===== src/rtl/cpu_mem_pkg.sv =====
// Shared constants and types for the accumulator CPU memory bus.
// Opcode values are shared with the CPU controller.
package cpu_mem_pkg;

  localparam int ADDR_W = 5;
  localparam int DATA_W = 8;

  typedef enum logic [1:0] {
    IDLE    = 2'd0,
    RD_WAIT = 2'd1,
    RD_HOLD = 2'd2
  } rsp_state_t;

  localparam logic [2:0] HLT = 3'd0;
  localparam logic [2:0] SKZ = 3'd1;
  localparam logic [2:0] ADD = 3'd2;
  localparam logic [2:0] AND = 3'd3;
  localparam logic [2:0] XOR = 3'd4;
  localparam logic [2:0] LDA = 3'd5;
  localparam logic [2:0] STO = 3'd6;
  localparam logic [2:0] JMP = 3'd7;

endpackage


===== src/rtl/cpu_mem_responder_if.sv =====
// CPU-side memory bus plus the preload side port, with master (CPU/loader)
// and slave (responder) views.
interface cpu_mem_responder_if #(
  parameter int ADDR_W = cpu_mem_pkg::ADDR_W,
  parameter int DATA_W = cpu_mem_pkg::DATA_W
);
  import cpu_mem_pkg::*;

  // Handshake: the master holds rd high with a stable addr; the responder
  // raises data_valid once data_out holds mem[addr] and keeps both stable until
  // rd falls or addr changes. wr is a single-cycle strobe, qualified by data_e.
  logic [ADDR_W-1:0] addr;
  logic              rd;
  logic              wr;
  logic [DATA_W-1:0] data_in;
  logic              data_e;
  logic [DATA_W-1:0] data_out;
  logic              data_valid;
  logic              proto_err;
  logic              ld_en;
  logic [ADDR_W-1:0] ld_addr;
  logic [DATA_W-1:0] ld_data;
  logic              ld_busy;
  rsp_state_t        dbg_state;

  modport master (
    output addr, rd, wr, data_in, data_e, ld_en, ld_addr, ld_data,
    input  data_out, data_valid, proto_err, ld_busy, dbg_state
  );

  modport slave (
    input  addr, rd, wr, data_in, data_e, ld_en, ld_addr, ld_data,
    output data_out, data_valid, proto_err, ld_busy, dbg_state
  );

endinterface


===== src/rtl/cpu_mem_array.sv =====
// Word store: one write port, one registered read port. The storage itself is
// never cleared; only the read register resets.
module cpu_mem_array #(
  parameter int ADDR_W = 5,
  parameter int DATA_W = 8
) (
  input  logic              clk,
  input  logic              rst_n,
  input  logic              we_i,
  input  logic [ADDR_W-1:0] waddr_i,
  input  logic [DATA_W-1:0] wdata_i,
  input  logic              re_i,
  input  logic [ADDR_W-1:0] raddr_i,
  output logic [DATA_W-1:0] rdata_o
);

  logic [DATA_W-1:0] mem_q [2**ADDR_W];
  logic [DATA_W-1:0] rdata_q;

  always_ff @(posedge clk) begin
    if (we_i) mem_q[waddr_i] <= wdata_i;
  end

  // Read and write on the same edge: the read sees the old word.
  always_ff @(posedge clk or negedge rst_n) begin
    if (!rst_n)    rdata_q <= '0;
    else if (re_i) rdata_q <= mem_q[raddr_i];
  end

  assign rdata_o = rdata_q;

endmodule


===== src/rtl/cpu_mem_responder.sv =====
// Memory responder for the accumulator CPU: read-latency FSM, protocol checker
// and preload arbitration. Define MEM_WRPROT_EN to make addr < PROT_LIMIT read-only to CPU writes.
module cpu_mem_responder #(
  parameter int ADDR_W     = cpu_mem_pkg::ADDR_W,
  parameter int DATA_W     = cpu_mem_pkg::DATA_W,
  parameter int READ_LAT   = 1,
  parameter int PROT_LIMIT = 16
) (
  input  logic                clk,
  input  logic                rst_n,
  cpu_mem_responder_if.slave  bus
);
  import cpu_mem_pkg::*;

`ifdef MEM_WRPROT_EN
  localparam bit WRPROT = 1'b1;
`else
  localparam bit WRPROT = 1'b0;
`endif
  localparam logic [ADDR_W:0] PROT_LIM = (ADDR_W + 1)'(PROT_LIMIT);
  localparam logic [1:0]      LAT_INIT = 2'(READ_LAT - 1);

  rsp_state_t        state_q;
  logic [1:0]        cnt_q;
  logic [ADDR_W-1:0] lat_addr_q;
  logic              rd_q;
  logic              valid_q;
  logic              proto_err_q;
  logic              ld_busy_q;

  logic              rd_start, rd_fire, prot_hit, err_d, cpu_we, ld_ok, ld_busy_d;
  logic              mem_we;
  logic [ADDR_W-1:0] raddr, waddr;
  logic [DATA_W-1:0] wdata, rdata;

  always_comb begin
    rd_start  = bus.rd && (!rd_q || (bus.addr != lat_addr_q));
    prot_hit  = WRPROT && ({1'b0, bus.addr} < PROT_LIM);
    err_d     = bus.wr && (bus.rd || !bus.data_e || prot_hit);
    cpu_we    = bus.wr && !err_d;
    ld_ok     = bus.ld_en && !bus.rd && !bus.wr && (state_q == IDLE);
    ld_busy_d = bus.ld_en && !ld_ok;
    mem_we    = cpu_we || ld_ok;
    waddr     = cpu_we ? bus.addr : bus.ld_addr;
    wdata     = cpu_we ? bus.data_in : bus.ld_data;
    raddr     = rd_start ? bus.addr : lat_addr_q;
    // Single-cycle latency fetches on the start edge; otherwise the last WAIT cycle fetches.
    if (rd_start) rd_fire = (READ_LAT == 1);
    else          rd_fire = (state_q == RD_WAIT) && bus.rd && (cnt_q <= 2'd1);
  end

  always_ff @(posedge clk or negedge rst_n) begin
    if (!rst_n) begin
      state_q     <= IDLE;
      cnt_q       <= 2'd0;
      lat_addr_q  <= '0;
      rd_q        <= 1'b0;
      valid_q     <= 1'b0;
      proto_err_q <= 1'b0;
      ld_busy_q   <= 1'b0;
    end else begin
      rd_q      <= bus.rd;
      ld_busy_q <= ld_busy_d;
      if (err_d) proto_err_q <= 1'b1;
      if (rd_start) begin
        lat_addr_q <= bus.addr;
        cnt_q      <= LAT_INIT;
        if (READ_LAT == 1) begin
          state_q <= RD_HOLD;
          valid_q <= 1'b1;
        end else begin
          state_q <= RD_WAIT;
          valid_q <= 1'b0;
        end
      end else begin
        case (state_q)
          IDLE: valid_q <= 1'b0;
          RD_WAIT: begin
            if (!bus.rd) begin
              state_q <= IDLE;
              valid_q <= 1'b0;
            end else if (cnt_q <= 2'd1) begin
              state_q <= RD_HOLD;
              valid_q <= 1'b1;
            end else begin
              cnt_q <= cnt_q - 2'd1;
            end
          end
          RD_HOLD: begin
            if (!bus.rd) begin
              state_q <= IDLE;
              valid_q <= 1'b0;
            end
          end
          default: begin
            state_q <= IDLE;
            valid_q <= 1'b0;
          end
        endcase
      end
    end
  end

  cpu_mem_array #(
    .ADDR_W (ADDR_W),
    .DATA_W (DATA_W)
  ) u_array (
    .clk     (clk),
    .rst_n   (rst_n),
    .we_i    (mem_we),
    .waddr_i (waddr),
    .wdata_i (wdata),
    .re_i    (rd_fire),
    .raddr_i (raddr),
    .rdata_o (rdata)
  );

  assign bus.data_out   = rdata;
  assign bus.data_valid = valid_q;
  assign bus.proto_err  = proto_err_q;
  assign bus.ld_busy    = ld_busy_q;
  assign bus.dbg_state  = state_q;

endmodule


===== src/flat_wrapper.sv =====
// flat-port wrapper written by rule: the top's interface ports become plain ports
module cpu_mem_responder_flat import cpu_mem_pkg::*;
#(
  parameter int ADDR_W     = cpu_mem_pkg::ADDR_W,
  parameter int DATA_W     = cpu_mem_pkg::DATA_W,
  parameter int READ_LAT   = 1,
  parameter int PROT_LIMIT = 16
)
  (clk, rst_n, bus_addr, bus_rd, bus_wr, bus_data_in, bus_data_e, bus_ld_en, bus_ld_addr, bus_ld_data, bus_data_out, bus_data_valid, bus_proto_err, bus_ld_busy, bus_dbg_state);
  cpu_mem_responder_if #(.ADDR_W(ADDR_W), .DATA_W(DATA_W)) bus_i ();
  input  logic clk;
  input  logic rst_n;
  input wire logic [$bits(bus_i.addr)-1:0] bus_addr;
  input wire logic [$bits(bus_i.rd)-1:0] bus_rd;
  input wire logic [$bits(bus_i.wr)-1:0] bus_wr;
  input wire logic [$bits(bus_i.data_in)-1:0] bus_data_in;
  input wire logic [$bits(bus_i.data_e)-1:0] bus_data_e;
  input wire logic [$bits(bus_i.ld_en)-1:0] bus_ld_en;
  input wire logic [$bits(bus_i.ld_addr)-1:0] bus_ld_addr;
  input wire logic [$bits(bus_i.ld_data)-1:0] bus_ld_data;
  output wire logic [$bits(bus_i.data_out)-1:0] bus_data_out;
  output wire logic [$bits(bus_i.data_valid)-1:0] bus_data_valid;
  output wire logic [$bits(bus_i.proto_err)-1:0] bus_proto_err;
  output wire logic [$bits(bus_i.ld_busy)-1:0] bus_ld_busy;
  output wire logic [$bits(bus_i.dbg_state)-1:0] bus_dbg_state;
  assign bus_i.addr = bus_addr;
  assign bus_i.rd = bus_rd;
  assign bus_i.wr = bus_wr;
  assign bus_i.data_in = bus_data_in;
  assign bus_i.data_e = bus_data_e;
  assign bus_i.ld_en = bus_ld_en;
  assign bus_i.ld_addr = bus_ld_addr;
  assign bus_i.ld_data = bus_ld_data;
  assign bus_data_out = bus_i.data_out;
  assign bus_data_valid = bus_i.data_valid;
  assign bus_proto_err = bus_i.proto_err;
  assign bus_ld_busy = bus_i.ld_busy;
  assign bus_dbg_state = bus_i.dbg_state;
  cpu_mem_responder #(.ADDR_W(ADDR_W), .DATA_W(DATA_W), .READ_LAT(READ_LAT), .PROT_LIMIT(PROT_LIMIT)) u_core (.clk(clk), .rst_n(rst_n), .bus(bus_i));
endmodule

===== config.mk =====
export PLATFORM = sky130hd
export DESIGN_NAME = cpu_mem_responder_flat
export DESIGN_NICKNAME = d
export VERILOG_FILES = /design/src/rtl/cpu_mem_pkg.sv /design/src/rtl/cpu_mem_responder_if.sv /design/src/rtl/cpu_mem_array.sv /design/src/rtl/cpu_mem_responder.sv /design/src/flat_wrapper.sv
export SDC_FILE = /design/constraint.sdc
export NUM_CORES = 1
export LEC_CHECK = 0
export BUFFER_PORTS_ARGS = -buffer_cell sky130_fd_sc_hd__buf_2
export CORE_MARGIN = 5
export CORE_UTILIZATION = 40
export DETAILED_ROUTE_END_ITERATION = 10
export GPL_ROUTABILITY_DRIVEN = 0
export PLACE_DENSITY_LB_ADDON = 0.15
export RECOVER_POWER = 50
export SETUP_SLACK_MARGIN = 0.02
export SLEW_MARGIN = 20
export SYNTH_ARGS = -nofsm -noshare
export SYNTH_HDL_FRONTEND = slang
export SYNTH_HIERARCHICAL = 1
export SYNTH_SLANG_ARGS = --single-unit

===== constraint.sdc =====
create_clock -name clk -period 3.2 [get_ports clk]
set_input_delay 0.32 -clock clk [delete_from_list [all_inputs] [get_ports clk]]
set_output_delay 0.32 -clock clk [all_outputs]
set_load 0.02 [all_outputs]

==> key figures <==
Logic synthesis
  – Synth cell types: 34
  – Synthesized cell area: ~11000 um2
  – Count of synthesis-stage warnings from yosys: 6
  – Cell taking the most area after synthesis: sky130_fd_sc_hd__edfxtp_1
  – Mapped Cells: around 640
  – Synthesized net count: 674
  – Area contributors post-synth: sky130_fd_sc_hd__edfxtp_1 69%, sky130_fd_sc_hd__mux2i_1 12%, sky130_fd_sc_hd__a22oi_1 4.4%
  – Post-Synthesis Mean Instance Area: approximately 17 um2
  – Yosys top cell area share: 69.3%
  – Flip-flop and latch count after synthesis: around 270
  – Fraction of the yosys area taken by sequential cells: 73.4%

Detailed routing
  – Total iterations of the first detailed-routing run: 5
  – Final routed wire length divided by cell count: 23.2 um
  – Violation count after the first detailed-route iteration: 521
  – Wire length after detailed routing: between 20000 and 30000 um
  – Avg Vias per Cell: 5.24
  – Number of antenna-violating nets in the routed design: 0
  – Vias: 5876
  – DR DRC count: 0

Clock network
  – Number of buffers created by CTS: 29
  – Total clock sinks: approximately 270
  – Max Buffers Root-to-Sink: 3
  – H-Tree Depth: 1
  – Clock input transition at the sequential cells of the worst setup and hold paths: 0.06 ns
  – Clock tree from TritonCTS: yes
  – Master cell of the clock root buffer: sky130_fd_sc_hd__clkbuf_16
  – Clock latency at the later pin of the worst-skew pair: 0.53 ns

Cells and area
  – Count of non-filler cells in the finished layout: about 1100
  – Ratio of cells with drive above 1 in the final layout: 18.3%
  – Total area of multi-input combinational cells: roughly 2700 um2
  – Cell area after layout: 12700 um2
  – Area added between synthesis and finish: 14.9%
  – Ant. Diodes: 0
  – Storage cell area: 8140 um2
  – Nets: between 700 and 800
  – Filler Cell Count: ~2400

Global routing
  – Remaining Overflow, GRT: 0
  – Wire length of the first global-routing pass: 38600 um
  – Maximum number of pins on one net before global-route repair: 55
  – Total global routing track utilization: between 15 and 20%
  – Antenna violations before repair: 0
  – Vias in the first global route: 5922

Placed design
  – Number of buffers added on ports: 43
  – HPWL Detailed: 16900 um
  – Total placed instance area: roughly 12000 um2
  – Placed Cells incl. Taps: 1069
  – Post-placement worst setup slack: about 0.43 ns

Status
  – Outcome: complete, no violations

STA
  – Fmax achieved: 0.367 GHz
  – Slew at the pin with the worst max-slew slack: 1.35 ns
  – Relative slew slack: about a tenth
  – Hold Fails Final Rpt: 0
  – Final worst-path setup slack: 0.473 ns
  – Setup Skew: 0.00772 ns
  – Ratio of final minimum period to clock period: 85.2%
  – Number of max-slew violations in the final report: 0
  – Unrepaired setup endpoints after global routing: no
  – Shortest clock period the worst path allows after layout: ~2.7 ns
  – Post-Route Setup TNS: 0 ns
  – Finish-stage setup viols: 0

Job
  – Maximum Capacitance Violations: 0

Die
  – Number of rows created at floorplan: 61
  – Core outline area: 27600 um2
  – Height of the die: 177 um
  – Starting density of the core: around 40%
  – IO Pins: 45
  – DIE AREA: a little over 30000 um2
  – Die X: between 150 and 200 um

Power and ir drop
  – Overall power: 7920 uW
  – Peak supply drop: 466 uV
  – Static leakage power: 0.00445 uW
  – PD cells: 621 nW/um2

Setup path
  – Required arrival time at the worst endpoint: 3.36 ns
  – Critical path capture point type: flip-flop
  – Slack of the worst reg-to-reg path: 0.65 ns
  – Max Fanout on Critical Path: 13
  – Critical path class: input port to flip-flop
  – Worst Path Arrival: 2.89 ns
  – Critical Path Source Type: input port

Min path
  – Worst Hold Class: input port to flip-flop
## worst max-delay path: stages
cell and delay [ns]:
sky130_fd_sc_hd__clkbuf_1 0.40, sky130_fd_sc_hd__clkinvlp_2 0.43, sky130_fd_sc_hd__nand3_4 0.29, sky130_fd_sc_hd__mux2_4 0.37, sky130_fd_sc_hd__or3b_2 0.54, sky130_fd_sc_hd__nor2_1 0.54
## registers in the layout (all words and copies together) (netlist names)
signal,count
u_core/bus.data_valid,1
u_core/bus.dbg_state,1
u_core/bus.ld_busy,1
u_core/bus.proto_err,1
u_core/lat_addr_q,5
u_core/rd_q,1
u_core/u_array/mem_q,256
u_core/u_array/rdata_o,8
## per-layer routing
layer	vias to the layer above	GRT usage (%)	wire, um	part of all wire, %
met3	33	2.48	1110	4.3
met2	136	28.4	13000	50
met1	3000	22.9	11400	44
met4	0	3.09	448	1.7
li1	2707	-	-	-
met5	-	0	0	0
## layout make-up
type,instances,area share (%)
clock buffer,35,5.87
inverter,2,0.0687
clock inverter,17,1.08
multi-input combinational,329,21.1
sequential,274,63.8
tap,378,3.71
timing repair buffer,87,4.39
## worst paths after layout
| kind | startpoint | endpoint | cells after the start |
|---|---|---|---|
| max | bus_rd | u_core/u_array/mem_q[19][6] | 6 |
| min in group asynchronous | rst_n | u_core/bus.proto_err | 2 |
| max reg2reg | u_core/lat_addr_q[0] | u_core/u_array/rdata_o[3] | 7 |
| min | bus_ld_en | u_core/bus.ld_busy | 2 |
| max in group asynchronous | rst_n | u_core/u_array/rdata_o[5] | 2 |
| min reg2reg | u_core/bus.proto_err | u_core/bus.proto_err | 1 |
## cells in the final DEF (no fill, tap or decap), types with 2 or more instances in the layout
cell type                      n
sky130_fd_sc_hd__clkbuf_16    29
sky130_fd_sc_hd__clkbuf_1     17
sky130_fd_sc_hd__bufinv_16     2
sky130_fd_sc_hd__xor2_1        4
sky130_fd_sc_hd__nor2_1       35
sky130_fd_sc_hd__inv_6         2
sky130_fd_sc_hd__buf_4        41
sky130_fd_sc_hd__nor4_1        9
sky130_fd_sc_hd__or3b_2        3
sky130_fd_sc_hd__clkinv_2      3
sky130_fd_sc_hd__a41oi_1       2
sky130_fd_sc_hd__buf_2        32
sky130_fd_sc_hd__mux2_2       10
sky130_fd_sc_hd__nand2b_1      2
sky130_fd_sc_hd__nand3b_1      5
sky130_fd_sc_hd__nor2b_2       2
sky130_fd_sc_hd__nand3_1       2
sky130_fd_sc_hd__clkinvlp_4    2
sky130_fd_sc_hd__dfrtp_1      18
sky130_fd_sc_hd__a22oi_1      65
sky130_fd_sc_hd__edfxtp_1    256
sky130_fd_sc_hd__nand2_1       4
sky130_fd_sc_hd__mux2_1       12
sky130_fd_sc_hd__buf_12        2
sky130_fd_sc_hd__clkinv_1      8
sky130_fd_sc_hd__mux2i_1     128
sky130_fd_sc_hd__a21oi_1      32
sky130_fd_sc_hd__mux2_4        3
## metrics by stage
step,utilization (%),hold WS [ns]
floorplan,-,0.0244
global placement,43.2,0.283
detailed placement,43.2,0.295
CTS,46.5,0.0200
global route,46.3,0.0510
finish,46.3,0.0785
## cell families (layout without fill, tap and decap cells)
family | after synthesis | after routing | share of synthesized area, %
buffers and inverters | 39 | 141 | 2.36
xor gates and xnor gates | 5 | 5 | 0.395
other | 1 | 1 | 0.0338
DFF | 274 | 274 | 73.4
and+or+nand+nor | 67 | 67 | 3.14
AOI/OAI and AO/OA | 102 | 102 | 6.19
muxes | 154 | 154 | 14.5
## repair_timing
item                      CTS  global route
resized for setup           0             0
setup buffers               0             0
hold buffers                1             0
hold endpoints to repair   18             0
## cell usage after synthesis
library cell               number
sky130_fd_sc_hd__nand3b_1       5
sky130_fd_sc_hd__nor4_2         1
sky130_fd_sc_hd__and2_1         1
sky130_fd_sc_hd__or3b_2         3
sky130_fd_sc_hd__or3_1          1
sky130_fd_sc_hd__nor2_1        36
sky130_fd_sc_hd__mux2_2        16
sky130_fd_sc_hd__nand2b_1       2
sky130_fd_sc_hd__mux2i_1      128
sky130_fd_sc_hd__edfxtp_1     256
sky130_fd_sc_hd__a21boi_0       1
sky130_fd_sc_hd__clkinv_4       1
sky130_fd_sc_hd__a41oi_1        2
sky130_fd_sc_hd__buf_1          2
sky130_fd_sc_hd__inv_1          1
sky130_fd_sc_hd__buf_6          9
sky130_fd_sc_hd__a31oi_1        1
sky130_fd_sc_hd__buf_2         10
sky130_fd_sc_hd__conb_1         1
sky130_fd_sc_hd__mux2_4        10
sky130_fd_sc_hd__nand2_1        4
sky130_fd_sc_hd__clkbuf_1       8
sky130_fd_sc_hd__a22oi_1       65
sky130_fd_sc_hd__a21o_1         1
sky130_fd_sc_hd__nand3_1        2
sky130_fd_sc_hd__nor4_1         8
sky130_fd_sc_hd__nor2b_1        2
sky130_fd_sc_hd__dfrtp_1       18
sky130_fd_sc_hd__xor2_1         4
sky130_fd_sc_hd__a21oi_1       32
sky130_fd_sc_hd__nand3_4        1
sky130_fd_sc_hd__xnor2_1        1
sky130_fd_sc_hd__or2_2          1
sky130_fd_sc_hd__buf_4          8
## power breakdown
group | internal [uW] | total, uW | switching, uW
Sequential | 4000 | 4040 | 44.4
Combinational | 265 | 757 | 492
Clock | 1820 | 3120 | 1300
Total | 6080 | 7920 | 1840
No activity file was read; power rests on OpenSTA's default activity.
